File: src/rtl/ksa16_mp_sequencer.sv
// ksa16_mp_sequencer
// Runs multi-precision add/subtract through one external 16-bit Kogge-Stone
// adder, one limb at a time, least-significant limb first. The adder has no
// carry-in, so the incoming carry (or the +1 of a two's-complement subtract)
// is applied in a second pass that adds 1 to the first-pass sum.
module ksa16_mp_sequencer #(
    parameter  int MAX_LIMBS = 8,
    localparam int IDX_W     = (MAX_LIMBS > 1) ? $clog2(MAX_LIMBS) : 1
) (
    input  logic             wb_clk_i,
    input  logic             wb_rst_i,
    input  logic             in_valid,
    output logic             in_ready,
    input  logic [15:0]      in_a,
    input  logic [15:0]      in_b,
    input  logic             in_sub,
    input  logic             in_last,
    output logic             out_valid,
    input  logic             out_ready,
    output logic [15:0]      out_sum,
    output logic             out_last,
    output logic             out_carry,
    output logic             out_err,
    output logic [IDX_W-1:0] out_idx,
    output logic [15:0]      ksa_a,
    output logic [15:0]      ksa_b,
    input  logic [15:0]      ksa_sum,
    input  logic             ksa_cout
);

    typedef enum logic [1:0] {
        IDLE = 2'd0,
        ADD  = 2'd1,
        INC  = 2'd2,
        OUT  = 2'd3
    } state_t;

    localparam logic [IDX_W-1:0] IDX_MAX = IDX_W'(MAX_LIMBS - 1);

    state_t           state_r;
    logic [15:0]      a_r;
    logic [15:0]      b_r;
    logic [15:0]      s_r;
    logic             c_r;
    logic             carry_r;
    logic             sub_r;
    logic             last_r;
    logic             op_active_r;
    logic [IDX_W-1:0] idx_r;

    logic             sub_s;
    logic             idx_max_s;
    logic             last_s;
    logic             accept_s;

    // Operation-level decode: which subtract flag applies and whether this limb closes the operation.
    always_comb begin
        sub_s     = 1'b0;
        idx_max_s = (idx_r == IDX_MAX);
        last_s    = last_r | idx_max_s;
        accept_s  = in_valid & in_ready;
        if (op_active_r) begin
            sub_s = sub_r;
        end else begin
            sub_s = in_sub;
        end
    end

    // Sequencer FSM: capture limb, first adder pass, optional +1 pass, hold result.
    always_ff @(posedge wb_clk_i) begin
        if (wb_rst_i) begin
            state_r     <= IDLE;
            a_r         <= 16'h0000;
            b_r         <= 16'h0000;
            s_r         <= 16'h0000;
            c_r         <= 1'b0;
            carry_r     <= 1'b0;
            sub_r       <= 1'b0;
            last_r      <= 1'b0;
            op_active_r <= 1'b0;
            idx_r       <= '0;
        end else begin
            case (state_r)
                IDLE: begin
                    if (accept_s) begin
                        a_r    <= in_a;
                        b_r    <= sub_s ? ~in_b : in_b;
                        last_r <= in_last;
                        if (!op_active_r) begin
                            sub_r       <= in_sub;
                            carry_r     <= in_sub;
                            idx_r       <= '0;
                            op_active_r <= 1'b1;
                        end else begin
                            sub_r <= sub_r;
                        end
                        state_r <= ADD;
                    end else begin
                        state_r <= IDLE;
                    end
                end
                ADD: begin
                    s_r <= ksa_sum;
                    c_r <= ksa_cout;
                    if (carry_r) begin
                        state_r <= INC;
                    end else begin
                        state_r <= OUT;
                    end
                end
                INC: begin
                    // The +1 can only carry out when the first pass gave 0xFFFF,
                    // which means the first pass itself did not carry.
                    s_r     <= ksa_sum;
                    c_r     <= c_r | ksa_cout;
                    state_r <= OUT;
                end
                OUT: begin
                    if (out_ready) begin
                        if (last_s) begin
                            op_active_r <= 1'b0;
                            carry_r     <= 1'b0;
                            idx_r       <= '0;
                        end else begin
                            carry_r <= c_r;
                            idx_r   <= idx_r + IDX_W'(1);
                        end
                        state_r <= IDLE;
                    end else begin
                        state_r <= OUT;
                    end
                end
                default: begin
                    state_r <= IDLE;
                end
            endcase
        end
    end

    // Output and adder-operand decode from the registered state; all zero while reset is held.
    always_comb begin
        in_ready  = 1'b0;
        out_valid = 1'b0;
        out_sum   = 16'h0000;
        out_last  = 1'b0;
        out_carry = 1'b0;
        out_err   = 1'b0;
        out_idx   = '0;
        ksa_a     = 16'h0000;
        ksa_b     = 16'h0000;
        if (wb_rst_i) begin
            in_ready = 1'b0;
        end else begin
            case (state_r)
                IDLE: begin
                    in_ready = 1'b1;
                end
                ADD: begin
                    ksa_a = a_r;
                    ksa_b = b_r;
                end
                INC: begin
                    ksa_a = s_r;
                    ksa_b = 16'h0001;
                end
                OUT: begin
                    out_valid = 1'b1;
                    out_sum   = s_r;
                    out_carry = c_r;
                    out_idx   = idx_r;
                    out_last  = last_s;
                    out_err   = idx_max_s & ~last_r;
                end
                default: begin
                    in_ready = 1'b0;
                end
            endcase
        end
    end

endmodule

File: config.mk
export PLATFORM = sky130hd
export DESIGN_NAME = ksa16_mp_sequencer
export DESIGN_NICKNAME = d
export VERILOG_FILES = /design/src/rtl/ksa16_mp_sequencer.sv
export SDC_FILE = /design/constraint.sdc
export NUM_CORES = 1
export LEC_CHECK = 0
export BUFFER_PORTS_ARGS = -buffer_cell sky130_fd_sc_hd__buf_2
export CAP_MARGIN = 10
export CORE_MARGIN = 8
export CORE_UTILIZATION = 49
export CTS_CLUSTER_DIAMETER = 150
export DETAILED_ROUTE_END_ITERATION = 10
export GPL_TIMING_DRIVEN = 1
export PLACE_DENSITY = 0.9
export SETUP_SLACK_MARGIN = 0.4
export SLEW_MARGIN = 20
export SYNTH_ARGS = -nofsm -noshare
export SYNTH_HDL_FRONTEND = slang
export SYNTH_SLANG_ARGS = --single-unit
export TNS_END_PERCENT = 30
File: constraint.sdc
create_clock -name wb_clk_i -period 2 [get_ports wb_clk_i]
set_input_delay 0.4 -clock wb_clk_i [delete_from_list [all_inputs] [get_ports wb_clk_i]]
set_output_delay 0.4 -clock wb_clk_i [all_outputs]
set_load 0.02 [all_outputs]
==> results of run 1 <==
worst register-to-register path: cells and delay by family, from the launching register on:
kind	cells	cell delay (ns)
AND/OR/NAND/NOR	1	0.50
flip-flops	1	0.38
buffers and inverters	2	0.31
multiplexers	1	0.22
adder cells (fa/ha/maj)	1	0.17
flip-flops by register name, indices dropped and copies added, names as in the netlist:
register / count
a_r: 16
b_r: 16
s_r: 16
idx_r: 3
state_r: 2
c_r: 1
carry_r: 1
last_r: 1
op_active_r: 1
sub_r: 1
timing repair:
action	CTS	global route
resized for setup	69	82
buffers inserted	1	3
pin swaps	9	6
setup endpoints to repair	70	78
cell families (layout without fill, tap and decap cells):
logic type,after synthesis,count (layout)
adders and majority gates,7,7
DFF,58,58
muxes,35,35
buffers and inverters,30,152
and+or+nand+nor,161,161
AOI/OAI and AO/OA,30,30
xor gates and xnor gates,16,16
power groups by stage:
| stage | sequential [mW] | clock, mW | combinational [mW] |
|---|---|---|---|
| 5_1_grt | 1.78 | 1.01 | 2.49 |
| 2_1_floorplan | 1.63 | 0 | 1.60 |
| 3_5_place_dp | 1.70 | 0 | 1.87 |
| 6_report | 1.75 | 0.946 | 2.32 |
| 4_1_cts | 1.73 | 0.971 | 2.13 |
| 3_3_place_gp | 1.69 | 0 | 1.80 |
layout make-up:
type	count	area, sq um
fill	357	1290
multi-input combinational	249	2060
clock inverter	3	15.0
sequential	58	1170
inverter	6	30.0
timing repair buffer	131	1070
clock buffer	12	155
tap	75	93.8
layout by cell type (no fill, tap or decap), drive strengths merged:
cell type  count
a21o           2
ha             7
nor3b          2
inv            6
nand2b        19
buf          131
mux2           1
nor2b          4
clkinv         3
and4bb         1
nor3           1
a21oi          6
o22ai          1
dfxtp         58
xnor2          2
or4bb          1
xor2          14
o21ai          1
clkbuf        12
nand3b        18
a221oi         1
a22oi         16
and2          20
and3b          2
nand2         38
nand3          3
nor2          52
o41ai          1
mux2i         34
a211oi         2
per-layer routing:
metal | global-route usage, % | routed length (um) | part of all wire (%)
met4 | 7.93 | 234 | 2.4
met2 | 34.0 | 4860 | 51
met5 | 0 | 0 | 0
met3 | 7.75 | 851 | 8.9
met1 | 22.6 | 3630 | 38
path summary, 6_finish.rpt:
kind / from / end / slack (ns) / cells past startpoint
setup / recovery: state_r[1] / ksa_a[2] / 0.005 / 6
hold / removal: in_a[6] / a_r[6] / 0.25 / 3
setup reg to reg: state_r[1] / b_r[3] / 0.34 / 5
hold reg to reg: a_r[5] / a_r[5] / 0.48 / 2
==> flow_summary.toml, run 1 <==
[synth]
syn-mean-instance-area_sq_um = 8.77
netlist_top_cells_area = "sky130_fd_sc_hd__dfxtp_1, sky130_fd_sc_hd__mux2i_1, sky130_fd_sc_hd__nor2_1"
post_synth_xor_area_fraction_pct = 4.74
async_flop_share_pct = 0
postSynthRegisterBits = 58
synth_cells = 337
synth_top_cells_by_count = "sky130_fd_sc_hd__dfxtp_1, sky130_fd_sc_hd__nor2_1, sky130_fd_sc_hd__nand2_1, sky130_fd_sc_hd__mux2i_1, sky130_fd_sc_hd__and2_1"
synth-simple-area-share_pct = 27.8
netlist_area_sq_um = 2960
synth.net_count = 399
postSynth.topFlopCell = "sky130_fd_sc_hd__dfxtp_1"
synth_top_family_by_area = "simple AND/OR/NAND/NOR gates"
netlist-cell-type-count = 35
synth-compound-area-share_pct = 7.70
synth_edf_count = 0
synthMostInstantiatedCell = "sky130_fd_sc_hd__dfxtp_1"
seq_area_frac_synth_pct = 39.3
yosys-mux-area-fraction_pct = 12.3
synth-warning-count = 0
netlist.top_cell.by_area = "sky130_fd_sc_hd__dfxtp_1"
adder_and_majority_gate_portion_of_the_synthesized_area_pct = 2.96
synth_top_area_share_pct = 39.3

[clock_network]
cts_inserted_buffers = 9
cts.root.buffer_cell = "sky130_fd_sc_hd__clkbuf_8"
cts_hold_repair.buffers = 0
h-tree-depth = 3
clkSlewWorstSetupHoldPaths_ns = 0.07
clk_path_buf_depth = 2
cts.sinks = 58
cts_tree = "done"
clk_latency_ns = 0.34

[final_layout]
layout-drive-gt1-share_pct = 48.4
finalNonFillerCells = 534
syn2layout_area_growth_pct = 55.4
final_area_sq_um = 4590
layout.core_utilization_pct = 78.1
nets = 517
n_antenna_cell = 0

[drt]
detail_route.iter0.violations = 156
first_pass_iters = 4
detail_route.drc_violations = 0
wire_per_inst_um = 17.9
dr_total_vias = 2848
post_route_wl_um = 9580
via_per_inst = 5.33
drtAntennaViolNets = 0

[placement]
post-place-ws_ns = 0.165
place.detailed.instances = 515
dpl.hpwl_um = 6100
place_congestion = 0.786
detailed_place.area_sq_um = 3880
place.port_buffers = 110

[pwr]
internal-power_mw = 3.00
sequentialPowerShare_pct = 34.9
clockPowerShare_pct = 18.8
p_leak_nw = 1.95
p_total_mw = 5.02
switching_power_mw = 2.02
maximum_ir_drop_on_the_vdd_rail_mv = 0.733
switching_share_pct = 40.2
combinationalPowerShare_pct = 46.3
total_power_per_unit_cell_area_nw_per_um2 = 1090

[setup_path]
path_cells = "inv_6 -> ha_4 -> nand2b_4 -> buf_12 -> nor2_4 -> buf_6"
cp_data_required_time_ns = 1.60
crit_path_max_incr_delay_ns = 0.41
worstSetupStartpointType = "flip-flop"
timing.critical_path.fanout_max = 8
cp_top_family = "flip-flops"
critPathCaptureType = "output pin"
worstSetupPathType = "flip-flop to output pin"
cpMaxStageDelayCell = "sky130_fd_sc_hd__dfxtp_4"
worstPathBufferInverterCount = 3
worst_path_arrival_ns = 1.60

[timing]
period_minus_slack_ns = 2.00
period_share_pct = 99.8
max_slew_margin_pct = 69.6
whs_ns = 0.246
worst_clock_skew_ns = 0.00480
fin_setup_tns_ns = 0
slew_viol_final = 0
timing_worst_slew_pin_value_ns = 0.456
grt_setup_unrepaired = "true"
max_freq_mhz = 501
setup_viol = 0
timing_hold_violations_final = 0
final.setup.worst_slack_ns = 0.00489

[flow_run]
number_of_max_cap_violations = 0

[status]
outcome = "finished, final reports clean"

[global_route]
grt_max_degree = 24
first_global_vias = 2957
track_usage_pct = 20.2
grt_remaining_overflow = 0
global_route_wire_length_before_repair_um = 14100
grt_antenna_before_repair = 0

[die]
initial_utilization_pct = 50.2
die_w_um = 93.7
fp-row-count = 28
num_io_pins = 111
design.die.area_sq_um = 8780
design.core.area_sq_um = 5890
chipHeight_um = 93.7

[hold_path]
holdCritPathClass = "primary input to flip-flop"
(Power assumes the default switching activity.)
==> run 2, diff against run 1 <==
ABC_AREA = 1   (was unset)
CORE_UTILIZATION = 50   (was 49)
PLACE_DENSITY = 0.91   (was 0.9)
==> flow_summary.toml, run 2 <==
[status]
outcome = "complete, but fails checks"
violations = "negative setup slack"

[synth]
synth_top_area_share_pct = 38.0
synth-warning-count = 0
yosys-mux-area-fraction_pct = 0
netlist_area_sq_um = 3060
synthMostInstantiatedCell = "sky130_fd_sc_hd__nand2_1"
synth_top_family_by_area = "simple AND/OR/NAND/NOR gates"
netlist_top_cells_area = "sky130_fd_sc_hd__dfxtp_1, sky130_fd_sc_hd__nand2_1, sky130_fd_sc_hd__inv_1"
synth_edf_count = 0
async_flop_share_pct = 0
synth.net_count = 542
synth-compound-area-share_pct = 13.3
syn-mean-instance-area_sq_um = 6.37
synth_top_cells_by_count = "sky130_fd_sc_hd__nand2_1, sky130_fd_sc_hd__inv_1, sky130_fd_sc_hd__dfxtp_1, sky130_fd_sc_hd__nand3_1, sky130_fd_sc_hd__nor2_1"
post_synth_xor_area_fraction_pct = 0
postSynthRegisterBits = 58
adder_and_majority_gate_portion_of_the_synthesized_area_pct = 2.87
netlist-cell-type-count = 26
postSynth.topFlopCell = "sky130_fd_sc_hd__dfxtp_1"
synth_cells = 480
seq_area_frac_synth_pct = 38.0
synth-simple-area-share_pct = 31.2
netlist.top_cell.by_area = "sky130_fd_sc_hd__dfxtp_1"

[drt]
drtAntennaViolNets = 0
via_per_inst = 5.79
wire_per_inst_um = 20.3
dr_total_vias = 3894
first_pass_iters = 5
detail_route.drc_violations = 0
detail_route.iter0.violations = 439
post_route_wl_um = 13700

[die]
die_w_um = 94.2
design.die.area_sq_um = 8870
design.core.area_sq_um = 5920
fp-row-count = 28
initial_utilization_pct = 51.6
num_io_pins = 111
chipHeight_um = 94.2

[placement]
dpl.hpwl_um = 6760
place_congestion = 0.829
place.port_buffers = 110
detailed_place.area_sq_um = 4040
post-place-ws_ns = 0.0987

[timing]
max_slew_margin_pct = 73.0
fin_setup_tns_ns = -1.44
grt_setup_unrepaired = "true"
slew_viol_final = 0
final.setup.worst_slack_ns = -0.105
max_freq_mhz = 475
worst_clock_skew_ns = 0.00557
timing_hold_violations_final = 0
period_share_pct = 105
timing_worst_slew_pin_value_ns = 0.406
period_minus_slack_ns = 2.10
setup_viol = 39

[setup_path]
worst_r2r_startpoint = "idx_r[0]"
worstSetupStartpointType = "flip-flop"
critPathCaptureType = "output pin"
setup.worst_path.start = "state_r[1]"
timing.critical_path.fanout_max = 9
cp_data_required_time_ns = 1.60
worstReg2RegEnd = "carry_r"
worst-r2r-cell-count = 7
r2r_setup_slk_ns = 0.33
worst_path_arrival_ns = 1.70
worstSetupPathType = "flip-flop to output pin"

[hold_path]
holdCritPathClass = "primary input to flip-flop"
capture_endpoint_of_the_worst_hold_path = "a_r[4]"
hold_path.startpoint = "in_a[4]"
min_delay_path_depth = 3

[global_route]
first_global_vias = 3782
grt_max_degree = 42
global_route.usage.met2_pct = 45.6
busiest_layer = "met2"
track_usage_pct = 27.1
global_route_wire_length_before_repair_um = 18800
grt_remaining_overflow = 0
use_met1_pct = 28.5
grt_util_met3_pct = 8.63
grt_antenna_before_repair = 0

[clock_network]
clk_latency_ns = 0.34
cts.root.buffer_cell = "sky130_fd_sc_hd__clkbuf_8"
h-tree-depth = 3
cts_inserted_buffers = 9
clkSlewWorstSetupHoldPaths_ns = 0.07
cts_tree = "done"
cts_hold_repair.buffers = 0
clk_path_buf_depth = 2
cts.sinks = 58

[pwr]
maximum_ir_drop_on_the_vdd_rail_mv = 0.719
p_leak_nw = 2.31
total_power_per_unit_cell_area_nw_per_um2 = 1250

[final_layout]
n_antenna_cell = 0
layout.cells.most_common_list = "sky130_fd_sc_hd__nand2_1, sky130_fd_sc_hd__inv_1, sky130_fd_sc_hd__dfxtp_1"
biggestRegsByFlops = "a_r x16, b_r x16, s_r x16"
syn2layout_area_growth_pct = 61.6
nets = 655
layout-drive-gt1-share_pct = 37.8
final_area_sq_um = 4940
mostFrequentLayoutCell = "sky130_fd_sc_hd__nand2_1"

[flow_run]
number_of_max_cap_violations = 0
[run 2: cell types whose count changed after synthesis, sizes merged, moves of 19 or more]
cell and change:
nand2b -19, mux2i -34, and2 -20, nand3 +37
nand2 +92, inv +75, a21oi +31, o21ai +39
[run 2: timing repair]
| action | in CTS | in global routing |
|---|---|---|
| gates resized for setup | 111 | 47 |
| gates cloned | 4 | 1 |
| pin swaps | 3 | 2 |
| endpoints found under the setup margin | 65 | 71 |
| buffers inserted | 4 | 1 |
| hold endpoints to repair | 0 | 0 |
[run 2: logic make-up after synthesis]
family / count (synthesis)
compound gates: 79
fa+ha+maj: 7
buf+inv: 109
flops: 58
simple gates: 227
[run 2: critical path, cell delays in order (launching register included)]
cell and delay, ns:
sky130_fd_sc_hd__dfxtp_4 0.38, sky130_fd_sc_hd__buf_4 0.13, sky130_fd_sc_hd__ha_2 0.23, sky130_fd_sc_hd__buf_6 0.16, sky130_fd_sc_hd__nand2_2 0.09, sky130_fd_sc_hd__a21oi_4 0.22, sky130_fd_sc_hd__buf_6 0.15
[run 2: cell type report]
cell class                      count  area (sq um)
Clock buffer                       11           141
Clock inverter                      5          77.6
Fill cell                         294           980
Inverter                           81           327
Multi-Input combinational cell    313          1980
Sequential cell                    58          1170
Tap cell                           75          93.8
Timing Repair Buffer              128          1120
Timing Repair inverter              2          31.3
[run 2: metal layers]
| layer | part of all wire [%] | vias up | routed length [um] |
|---|---|---|---|
| met4 | 5.3 | 0 | 728 |
| met3 | 11 | 69 | 1490 |
| met1 | 35 | 1791 | 4740 |
| met2 | 49 | 316 | 6710 |
| met5 | 0 | - | 0 |
| li1 | - | 1718 | - |
[run 2: through the flow]
stage          cells  total power [mW]  utilization [%]  hold slack [ns]
3_5_place_dp     647              4.04             68.2            0.459
3_3_place_gp     647              3.94             68.2            0.453
6_report         673              6.16             83.5            0.253
2_1_floorplan    480              3.47                -            0.443
4_1_cts          671              5.69             80.2            0.247
5_1_grt          673              6.44             83.5            0.260
[run 2: worst max-delay path by stage]
stage / to / slack [ns] / cells past startpoint
after floorplan: ksa_b[15] / 0.26 / 5
after global placement: out_sum[10] / 0.13 / 5
after detailed placement: out_sum[10] / 0.1 / 5
after CTS: out_carry / -0.004 / 8
after global routing: ksa_a[13] / -0.13 / 6
final: ksa_a[14] / -0.10 / 6
[run 2: power breakdown]
group	switching [mW]	total [mW]	leakage, nW	internal (mW)
sequential	0.259	1.82	0.481	1.56
clock	0.509	1.24	0.109	0.732
combinational	2.07	3.10	1.72	1.04
